File: config.mk
export PLATFORM = sky130hd
export DESIGN_NAME = alu_mul_seq_flat
export DESIGN_NICKNAME = d
export VERILOG_FILES = /design/src/rtl/alu_pkg.sv /design/src/rtl/alu_mul_seq_if.sv /design/src/rtl/alu_mul_seq.sv /design/src/flat_wrapper.sv
export SDC_FILE = /design/constraint.sdc
export NUM_CORES = 1
export LEC_CHECK = 0
export CAP_MARGIN = 30
export CELL_PAD_IN_SITES_DETAIL_PLACEMENT = 1
export CELL_PAD_IN_SITES_GLOBAL_PLACEMENT = 1
export CORE_AREA = 4 4 108 110
export DETAILED_ROUTE_END_ITERATION = 16
export DIE_AREA = 0 0 112 114
export PLACE_DENSITY = 0.88
export SLEW_MARGIN = 20
export SYNTH_ARGS = -nofsm -noshare
export SYNTH_HDL_FRONTEND = slang
export SYNTH_SLANG_ARGS = --single-unit
File: constraint.sdc
create_clock -name i_clk -period 2.3 [get_ports i_clk]
set_input_delay 0.69 -clock i_clk [delete_from_list [all_inputs] [get_ports i_clk]]
set_output_delay 0.69 -clock i_clk [all_outputs]
set_load 0.01 [all_outputs]
File: src/rtl/alu_pkg.sv
// Shared opcodes for the 16-bit alu datapath and the state encoding of the
// shift-and-add multiply sequencer that drives it.
package alu_pkg;

    typedef enum logic [1:0] {
        SUMA    = 2'b00,
        SHIFT_D = 2'b01,
        RESTA   = 2'b10,
        SHIFT_I = 2'b11
    } alu_op_e;

    typedef enum logic [2:0] {
        ST_IDLE = 3'd0,
        ST_ADD  = 3'd1,
        ST_SHL  = 3'd2,
        ST_SHR  = 3'd3,
        ST_DONE = 3'd4
    } mul_state_e;

endpackage

File: src/rtl/alu_mul_seq_if.sv
// Bus between the control unit, the multiply sequencer and the shared alu.
// master = control unit / alu side, slave = sequencer.
interface alu_mul_seq_if #(parameter int N = 16);
    logic         i_start;
    logic [N-1:0] i_op_a;
    logic [N-1:0] i_op_b;
    logic         o_busy;
    logic         o_done;
    logic [N-1:0] o_result;
    logic         o_overflow;
    logic [N-1:0] o_alu_a;
    logic [N-1:0] o_alu_b;
    logic [1:0]   o_alu_ctrl;
    logic [N-1:0] i_alu_q;
    logic         i_alu_mayor;

    modport master (
        output i_start, i_op_a, i_op_b, i_alu_q, i_alu_mayor,
        input  o_busy, o_done, o_result, o_overflow, o_alu_a, o_alu_b, o_alu_ctrl
    );

    modport slave (
        input  i_start, i_op_a, i_op_b, i_alu_q, i_alu_mayor,
        output o_busy, o_done, o_result, o_overflow, o_alu_a, o_alu_b, o_alu_ctrl
    );
endinterface

File: src/rtl/alu_mul_seq.sv
// Unsigned NxN->N shift-and-add multiply using the external alu for every step.
// ALU_MUL_EARLY_EXIT_EN: finish as soon as the remaining multiplier is zero.
//
// state   | meaning
// IDLE    | waiting for i_start, alu buses parked at zero
// ADD     | P <= P + M, carry folded into ovf
// SHL     | M <= M << 1, lost top bit counts as overflow if more adds remain
// SHR     | Q <= Q >> 1, iteration count advances
// DONE    | result/ovf registered, one-cycle o_done
module alu_mul_seq
    import alu_pkg::*;
#(
    parameter int N = 16
) (
    input logic i_clk,
    input logic i_rst_n,
    alu_mul_seq_if.slave bus
);

    localparam int CW = $clog2(N);

    mul_state_e    state, state_nx;
    logic [N-1:0]  m_reg, q_reg, p_reg;
    logic [N-1:0]  m_nx, q_nx, p_nx;
    logic [CW-1:0] cnt, cnt_nx;
    logic          ovf, ovf_nx;
    logic [N-1:0]  result_reg;
    logic          overflow_reg;
    logic [N-1:0]  alu_a, alu_b;
    alu_op_e       alu_ctrl;

    always_ff @(posedge i_clk) begin
        if (!i_rst_n) begin
            state <= ST_IDLE;
            m_reg <= '0;
            q_reg <= '0;
            p_reg <= '0;
            cnt   <= '0;
            ovf   <= 1'b0;
        end else begin
            state <= state_nx;
            m_reg <= m_nx;
            q_reg <= q_nx;
            p_reg <= p_nx;
            cnt   <= cnt_nx;
            ovf   <= ovf_nx;
        end
    end

    always_comb begin
        state_nx = state;
        m_nx     = m_reg;
        q_nx     = q_reg;
        p_nx     = p_reg;
        cnt_nx   = cnt;
        ovf_nx   = ovf;
        alu_a    = '0;
        alu_b    = '0;
        alu_ctrl = SUMA;
        case (state)
            ST_IDLE: begin
                if (bus.i_start) begin
                    m_nx   = bus.i_op_a;
                    q_nx   = bus.i_op_b;
                    p_nx   = '0;
                    cnt_nx = '0;
                    ovf_nx = 1'b0;
`ifdef ALU_MUL_EARLY_EXIT_EN
                    if (bus.i_op_b == '0)
                        state_nx = ST_DONE;
                    else
`endif
                    state_nx = bus.i_op_b[0] ? ST_ADD : ST_SHL;
                end
            end
            ST_ADD: begin
                alu_a    = p_reg;
                alu_b    = m_reg;
                alu_ctrl = SUMA;
                p_nx     = bus.i_alu_q;
                ovf_nx   = ovf | bus.i_alu_mayor;
                state_nx = ST_SHL;
            end
            ST_SHL: begin
                alu_a    = m_reg;
                alu_ctrl = SHIFT_I;
                m_nx     = bus.i_alu_q;
                // a dropped MSB only matters if a later add will use the shifted M
                ovf_nx   = ovf | (m_reg[N-1] & (|q_reg[N-1:1]));
                state_nx = ST_SHR;
            end
            ST_SHR: begin
                alu_a    = q_reg;
                alu_ctrl = SHIFT_D;
                q_nx     = bus.i_alu_q;
                cnt_nx   = cnt + CW'(1);
                if (cnt == CW'(N - 1))
                    state_nx = ST_DONE;
`ifdef ALU_MUL_EARLY_EXIT_EN
                else if (bus.i_alu_q == '0)
                    state_nx = ST_DONE;
`endif
                else
                    state_nx = bus.i_alu_q[0] ? ST_ADD : ST_SHL;
            end
            ST_DONE: state_nx = ST_IDLE;
            default: state_nx = ST_IDLE;
        endcase
    end

    // capture on DONE entry so the values are already valid while o_done is high
    always_ff @(posedge i_clk) begin
        if (!i_rst_n) begin
            result_reg   <= '0;
            overflow_reg <= 1'b0;
        end else if (state != ST_DONE && state_nx == ST_DONE) begin
            result_reg   <= p_nx;
            overflow_reg <= ovf_nx;
        end
    end

    assign bus.o_busy     = (state != ST_IDLE);
    assign bus.o_done     = (state == ST_DONE);
    assign bus.o_result   = result_reg;
    assign bus.o_overflow = overflow_reg;
    assign bus.o_alu_a    = alu_a;
    assign bus.o_alu_b    = alu_b;
    assign bus.o_alu_ctrl = alu_ctrl;

endmodule
File: src/flat_wrapper.sv
// flat-port wrapper written by rule: the top's interface ports become plain ports
module alu_mul_seq_flat import alu_pkg::*;
#(
    parameter int N = 16
)
  (i_clk, i_rst_n, bus_i_start, bus_i_op_a, bus_i_op_b, bus_i_alu_q, bus_i_alu_mayor, bus_o_busy, bus_o_done, bus_o_result, bus_o_overflow, bus_o_alu_a, bus_o_alu_b, bus_o_alu_ctrl);
  alu_mul_seq_if #(.N(N)) bus_i ();
  input logic i_clk;
  input logic i_rst_n;
  input wire logic [$bits(bus_i.i_start)-1:0] bus_i_start;
  input wire logic [$bits(bus_i.i_op_a)-1:0] bus_i_op_a;
  input wire logic [$bits(bus_i.i_op_b)-1:0] bus_i_op_b;
  input wire logic [$bits(bus_i.i_alu_q)-1:0] bus_i_alu_q;
  input wire logic [$bits(bus_i.i_alu_mayor)-1:0] bus_i_alu_mayor;
  output wire logic [$bits(bus_i.o_busy)-1:0] bus_o_busy;
  output wire logic [$bits(bus_i.o_done)-1:0] bus_o_done;
  output wire logic [$bits(bus_i.o_result)-1:0] bus_o_result;
  output wire logic [$bits(bus_i.o_overflow)-1:0] bus_o_overflow;
  output wire logic [$bits(bus_i.o_alu_a)-1:0] bus_o_alu_a;
  output wire logic [$bits(bus_i.o_alu_b)-1:0] bus_o_alu_b;
  output wire logic [$bits(bus_i.o_alu_ctrl)-1:0] bus_o_alu_ctrl;
  assign bus_i.i_start = bus_i_start;
  assign bus_i.i_op_a = bus_i_op_a;
  assign bus_i.i_op_b = bus_i_op_b;
  assign bus_i.i_alu_q = bus_i_alu_q;
  assign bus_i.i_alu_mayor = bus_i_alu_mayor;
  assign bus_o_busy = bus_i.o_busy;
  assign bus_o_done = bus_i.o_done;
  assign bus_o_result = bus_i.o_result;
  assign bus_o_overflow = bus_i.o_overflow;
  assign bus_o_alu_a = bus_i.o_alu_a;
  assign bus_o_alu_b = bus_i.o_alu_b;
  assign bus_o_alu_ctrl = bus_i.o_alu_ctrl;
  alu_mul_seq #(.N(N)) u_core (.i_clk(i_clk), .i_rst_n(i_rst_n), .bus(bus_i));
endmodule
==> results of run 1 <==
[path summary, 6_finish.rpt]
kind,from,endpoint,slack (ns),cells past startpoint
min,u_core.bus.o_overflow,u_core.bus.o_overflow,0.49,2
max reg2reg,u_core.state[0],u_core.q_reg[4],0.23,9
min reg2reg,u_core.bus.o_overflow,u_core.bus.o_overflow,0.49,2
max,u_core.state[0],bus_o_alu_a[3],-0.10,7
[kinds of logic after synthesis]
family                   count (synthesis)  share of synthesized area
AO/OA/AOI/OAI                          155                     0.2652
AND/OR/NAND/NOR                        147                     0.1961
flip-flops                              73                     0.4091
buffers and inverters                   48                    0.07285
multiplexers                            17                    0.05324
adder cells (fa/ha/maj)                  1                   0.003502
[report_power, final]
group / internal, mW / total (mW) / leakage (nW) / switching [mW]
sequential: 1.35 / 1.43 / 0.597 / 0.0836
clock: 0.447 / 0.930 / 0.0932 / 0.484
combinational: 0.389 / 0.795 / 1.26 / 0.406
total: 2.18 / 3.16 / 1.96 / 0.973
[through the flow]
stage	util	worst slack [ns]	area [sq um]
floorplan	-	0.3413	3572
global placement	0.4480	-0.01508	4792
detailed placement	0.4480	-0.1073	4792
CTS	0.4767	-0.1696	5100
global route	0.4788	-0.1594	5122
finish	0.4788	-0.1024	5122
[layout make-up]
class | instances | area, sq um | area share
clock buffer | 13 | 158.9 | 0.03102
inverter | 3 | 11.26 | 0.002198
sequential | 73 | 1470 | 0.2870
timing repair buffer | 143 | 1301 | 0.2540
multi-input combinational | 320 | 1991 | 0.3886
clock inverter | 3 | 15.01 | 0.002931
tap | 140 | 175.2 | 0.03420
[layout by cell type (no fill, tap or decap), drive strengths merged, types with 2 or more instances in the layout]
cell type and count:
nand2 85, dfxtp 73, clkdlybuf4s50 68, buf 52, o21ai 48, a21oi 35
a31oi 33, clkbuf 33, a311oi 18, nor2 18, a22oi 16, and2 16
mux2 16, nand3 5, nor4 4, inv 3, clkinv 3, dlygate4sd2 3
nor3b 3, nor3 2, nand2b 2, nor2b 2, or2 2
[worst min-delay path: cells and delay by family (launching register included)]
| kind | cells | cell delay, ns |
|---|---|---|
| mux | 1 | 0.05 |
| flops | 1 | 0.34 |
| simple gates | 1 | 0.06 |
[timing repair]
item / in CTS / in global routing
setup buffers: 7 / 4
pin swaps: 3 / 8
gates resized for setup: 123 / 42
cloned: 0 / 2
endpoints found under the hold margin: 0 / 0
setup endpoints to repair: 36 / 26
[metal layers]
metal / up-vias / GRT usage / routed length (microns)
met5: - / 0 / 0
met1: 1852 / 0.2714 / 5891
li1: 1808 / - / -
met2: 124 / 0.3369 / 6595
met4: 0 / 0.06571 / 248
met3: 20 / 0.03767 / 900
==> flow_metrics.env, run 1 <==
export IMPL_path_clk_slew_ns=0.07
export IMPL_gp_congestion=0.8815
export IMPL_p_per_area_nw_per_um2=616.4
export IMPL_drt_iter0_drc=203
export IMPL_antenna_found_initial=0
export IMPL_hold_buffers=0
export IMPL_cts_path_max_buffers=2
export IMPL_synth_top_area_frac=0.4091
export IMPL_rows=38
export IMPL_die_h_microns=114
export IMPL_grt_max_degree=37
export IMPL_crit_buf_inv=4
export IMPL_clkLatencyLatePin_ns=0.35
export IMPL_criticalPathCategory="reg -> out"
export IMPL_grt_pass1_vias=3981
export IMPL_synth_area_top_cells="dfxtp_1, nand2_1, o21ai_0"
export IMPL_nNetsFinal=603
export IMPL_violations="negative setup slack"
export IMPL_synthFlopType="dfxtp_1"
export IMPL_synthArstFlopShare=0
export IMPL_synth_cell_types=43
export IMPL_globalRouteTotalUtil=0.2040
export IMPL_final_hold_viol_count=0
export IMPL_avgSynthCellArea_sq_um=8.100
export IMPL_slew_violations=0
export IMPL_setup_tns_ns=-0.3918
export IMPL_synth_edf_count=0
export IMPL_hpwl_mm=9.506
export IMPL_crit_family="buffers and inverters"
export IMPL_yosysMostFrequentCell="nand2_1"
export IMPL_yosysWarnings=0
export IMPL_dieArea_sq_um=12770
export IMPL_cts_inserted_buffers=9
export IMPL_clock_sinks=73
export IMPL_insertedDiodeCount=0
export IMPL_setup_ws_ns=-0.1024
export IMPL_grt_pass1_wl_mm=21.04
export IMPL_crit_slowest_cell="dfxtp_4"
export IMPL_tightestPinTransition_ns=0.6729
export IMPL_cap_violations=0
export IMPL_crit_chain="buf_6 -> buf_6 -> buf_6 -> mux2_4 -> a22oi_2 -> nor2_1 -> buf_2"
export IMPL_worst_setup_path_start_kind="flop"
export IMPL_period_share=1.045
export IMPL_syn_instance_count=441
export IMPL_synth_largest_area_cell="dfxtp_1"
export IMPL_num_vias=3804
export IMPL_crit_fanout=6
export IMPL_worst_path_largest_cell_delay_ns=0.37
export IMPL_power_mw=3.157
export IMPL_skew_ns=0.009018
export IMPL_synth_fp_nets=494
export IMPL_drc_errors=0
export IMPL_drt_pre_antenna_iters=4
export IMPL_end_kind="output port"
export IMPL_holdWs_ns=0.4907
export IMPL_htree_levels=3
export IMPL_drive_above_1_share=0.2342
export IMPL_crit_top_cell="buf_6"
export IMPL_ios=105
export IMPL_synth_area_sq_um=3572
export IMPL_crit_required_ns=1.61
export IMPL_post_drt_wl_per_cell_microns=19.62
export IMPL_routed_wl_mm=13.64
export IMPL_maxSlewHeadroom=0.5514
export IMPL_rsz0062_at_grt="true"
export IMPL_core_area_sq_um=10700
export IMPL_start_util=0.3339
export IMPL_vdd_drop_max_mv=0.2427
export IMPL_arrival_ns=1.71
export IMPL_stdcell_count=695
export IMPL_synthTopCellsByCount="nand2_1, dfxtp_1, o21ai_0"
export IMPL_ys_seq_area_frac=0.4091
export IMPL_ys_ff_latch=73
export IMPL_status="complete, but fails checks"
export IMPL_vias_per_cell=5.473
export IMPL_io_buffers=104
export IMPL_fill_cells=1298
export IMPL_setup_violations_final=5
export IMPL_p_leak_nw=1.955
export IMPL_die_width_microns=112
export IMPL_fin_crit_ns=2.402
export IMPL_fmax_mhz=416.3
export IMPL_overflow=0
export IMPL_cts_tree="done"
export IMPL_root_buffer="clkbuf_8"
export IMPL_ant_nets=0
export IMPL_syn2layout_area_growth_pct=43.40
export IMPL_worst_hold_path_type="reg -> reg"
export IMPL_dpl_cell_count=667
Note: power is estimated with default switching activity, not from simulation.
==> run 2, diff against run 1 <==
--- a/config.mk
+++ b/config.mk
@@ -11,8 +11,8 @@
 export CORE_AREA = 4 4 108 110
 export DETAILED_ROUTE_END_ITERATION = 16
 export DIE_AREA = 0 0 112 114
+export MAX_ROUTING_LAYER = met4
 export PLACE_DENSITY = 0.88
-export SLEW_MARGIN = 20
 export SYNTH_ARGS = -nofsm -noshare
 export SYNTH_HDL_FRONTEND = slang
 export SYNTH_SLANG_ARGS = --single-unit
==> flow_metrics.env, run 2 (synthesized netlist as in run 1, its figures left out) <==
export IMPL_cap_violations=0
export IMPL_p_per_area_nw_per_um2=689.8
export IMPL_post_drt_wl_per_cell_microns=19.82
export IMPL_crit_path_start="u_core.state[0]"
export IMPL_p_int_mw=2.628
export IMPL_drc_errors=0
export IMPL_crit_fanout=6
export IMPL_stdcell_count=695
export IMPL_cts_inserted_buffers=9
export IMPL_cts_tree="done"
export IMPL_globalRouteTotalUtil=0.2161
export IMPL_setup_tns_ns=-0.4625
export IMPL_hold_depth=2
export IMPL_status="complete, but fails checks"
export IMPL_dieArea_sq_um=12770
export IMPL_skew_ns=0.01056
export IMPL_switchingPower_mw=0.9888
export IMPL_fmax_mhz=424.0
export IMPL_start_util=0.3339
export IMPL_pwr_share_seq=0.397
export IMPL_reg2reg_slack_ns=0.40
export IMPL_final_common_cell="nand2_1"
export IMPL_setup_ws_ns=-0.05872
export IMPL_design_area_sq_um=5243
export IMPL_final_hold_viol_count=0
export IMPL_period_share=1.026
export IMPL_die_width_microns=112
export IMPL_swShare=0.2734
export IMPL_hpwl_mm=9.386
export IMPL_vias_per_cell=5.492
export IMPL_most_common_layout_cells="nand2_1, dfxtp_1, clkdlybuf4s50_1"
export IMPL_nNetsFinal=603
export IMPL_tightestPinTransition_ns=0.6685
export IMPL_slew_violations=0
export IMPL_worst_setup_path_start_kind="flop"
export IMPL_dpl_cell_count=666
export IMPL_violations="negative setup slack"
export IMPL_drive_above_1_share=0.2468
export IMPL_grt_max_degree=39
export IMPL_insertedDiodeCount=0
export IMPL_syn2layout_area_growth_pct=46.76
export IMPL_vdd_drop_max_mv=0.3121
export IMPL_r2r_cells=4
export IMPL_dp_slack_ns=-0.06966
export IMPL_path_clk_slew_ns=0.08
export IMPL_rows=38
export IMPL_routed_wl_mm=13.78
export IMPL_overflow=0
export IMPL_pwr_share_comb=0.220
export IMPL_cts_path_max_buffers=2
export IMPL_htree_levels=3
export IMPL_gp_congestion=0.9107
export IMPL_root_buffer="clkbuf_8"
export IMPL_holdWs_ns=0.4892
export IMPL_die_h_microns=114
export IMPL_drt_iter0_drc=184
export IMPL_r2r_start="u_core.cnt[0]"
export IMPL_placed_cell_area_sq_um=4785
export IMPL_clkLatencyLatePin_ns=0.36
export IMPL_arrival_ns=1.67
export IMPL_fin_crit_ns=2.359
export IMPL_rsz0062_at_grt="true"
export IMPL_grt_pass1_vias=3914
export IMPL_crit_required_ns=1.61
export IMPL_clock_sinks=73
export IMPL_p_leak_nw=2.014
export IMPL_power_mw=3.616
export IMPL_maxSlewHeadroom=0.5543
export IMPL_antenna_found_initial=0
export IMPL_core_area_sq_um=10700
export IMPL_ios=105
export IMPL_hold_start="u_core.m_reg[0]"
export IMPL_drt_pre_antenna_iters=5
export IMPL_io_buffers=104
export IMPL_end_kind="output port"
export IMPL_criticalPathCategory="reg -> out"
export IMPL_post_route_util=0.4901
export IMPL_num_vias=3817
export IMPL_ant_nets=0
export IMPL_setup_violations_final=19
export IMPL_pwr_share_clk=0.383
export IMPL_grt_pass1_wl_mm=21.40
export IMPL_worst_hold_path_type="reg -> reg"
==> run 2: timing repair <==
action                     CTS  global route
gates cloned                 1             1
gates resized for setup    133            53
pin swaps                    2            10
buffers inserted             3             9
setup endpoints to repair   36            23
hold buffers                 0             0
==> run 2: worst paths after layout <==
kind                             endpoint
hold reg to reg           u_core.m_reg[0]
setup / recovery           bus_o_alu_a[8]
setup reg to reg  u_core.bus.o_result[15]
hold / removal            u_core.m_reg[0]
==> run 2: cell type report <==
class / count / area, sq um
sequential: 73 / 1470
tap: 140 / 175.2
clock inverter: 5 / 125.1
fill: 1263 / 5455
inverter: 3 / 11.26
multi-input combinational: 320 / 2001
clock buffer: 11 / 151.4
timing repair buffer: 143 / 1309
==> run 2: critical path: stages, from the launching register on <==
cell and delay [ns]:
dfxtp_4 0.40, buf_6 0.14, buf_4 0.12, mux2_4 0.32, a22oi_2 0.14, nor2_1 0.06, buf_2 0.14
==> run 2: layer usage <==
| layer | track usage | part of all wire | vias to the layer above |
|---|---|---|---|
| li1 | - | - | 1796 |
| met1 | 0.2915 | 0.45 | 1854 |
| met2 | 0.3425 | 0.48 | 142 |
| met3 | 0.03501 | 0.054 | 25 |
| met4 | 0.05208 | 0.015 | 0 |
| met5 | - | 0 | - |
==> run 2: power by group through the flow <==
stage	registers (mW)	logic, mW	clock network (mW)
CTS	1.43	0.739	1.39
global route	1.44	0.860	1.46
global placement	1.45	0.676	0
finish	1.43	0.796	1.39
detailed placement	1.45	0.697	0
floorplan	1.41	0.398	0
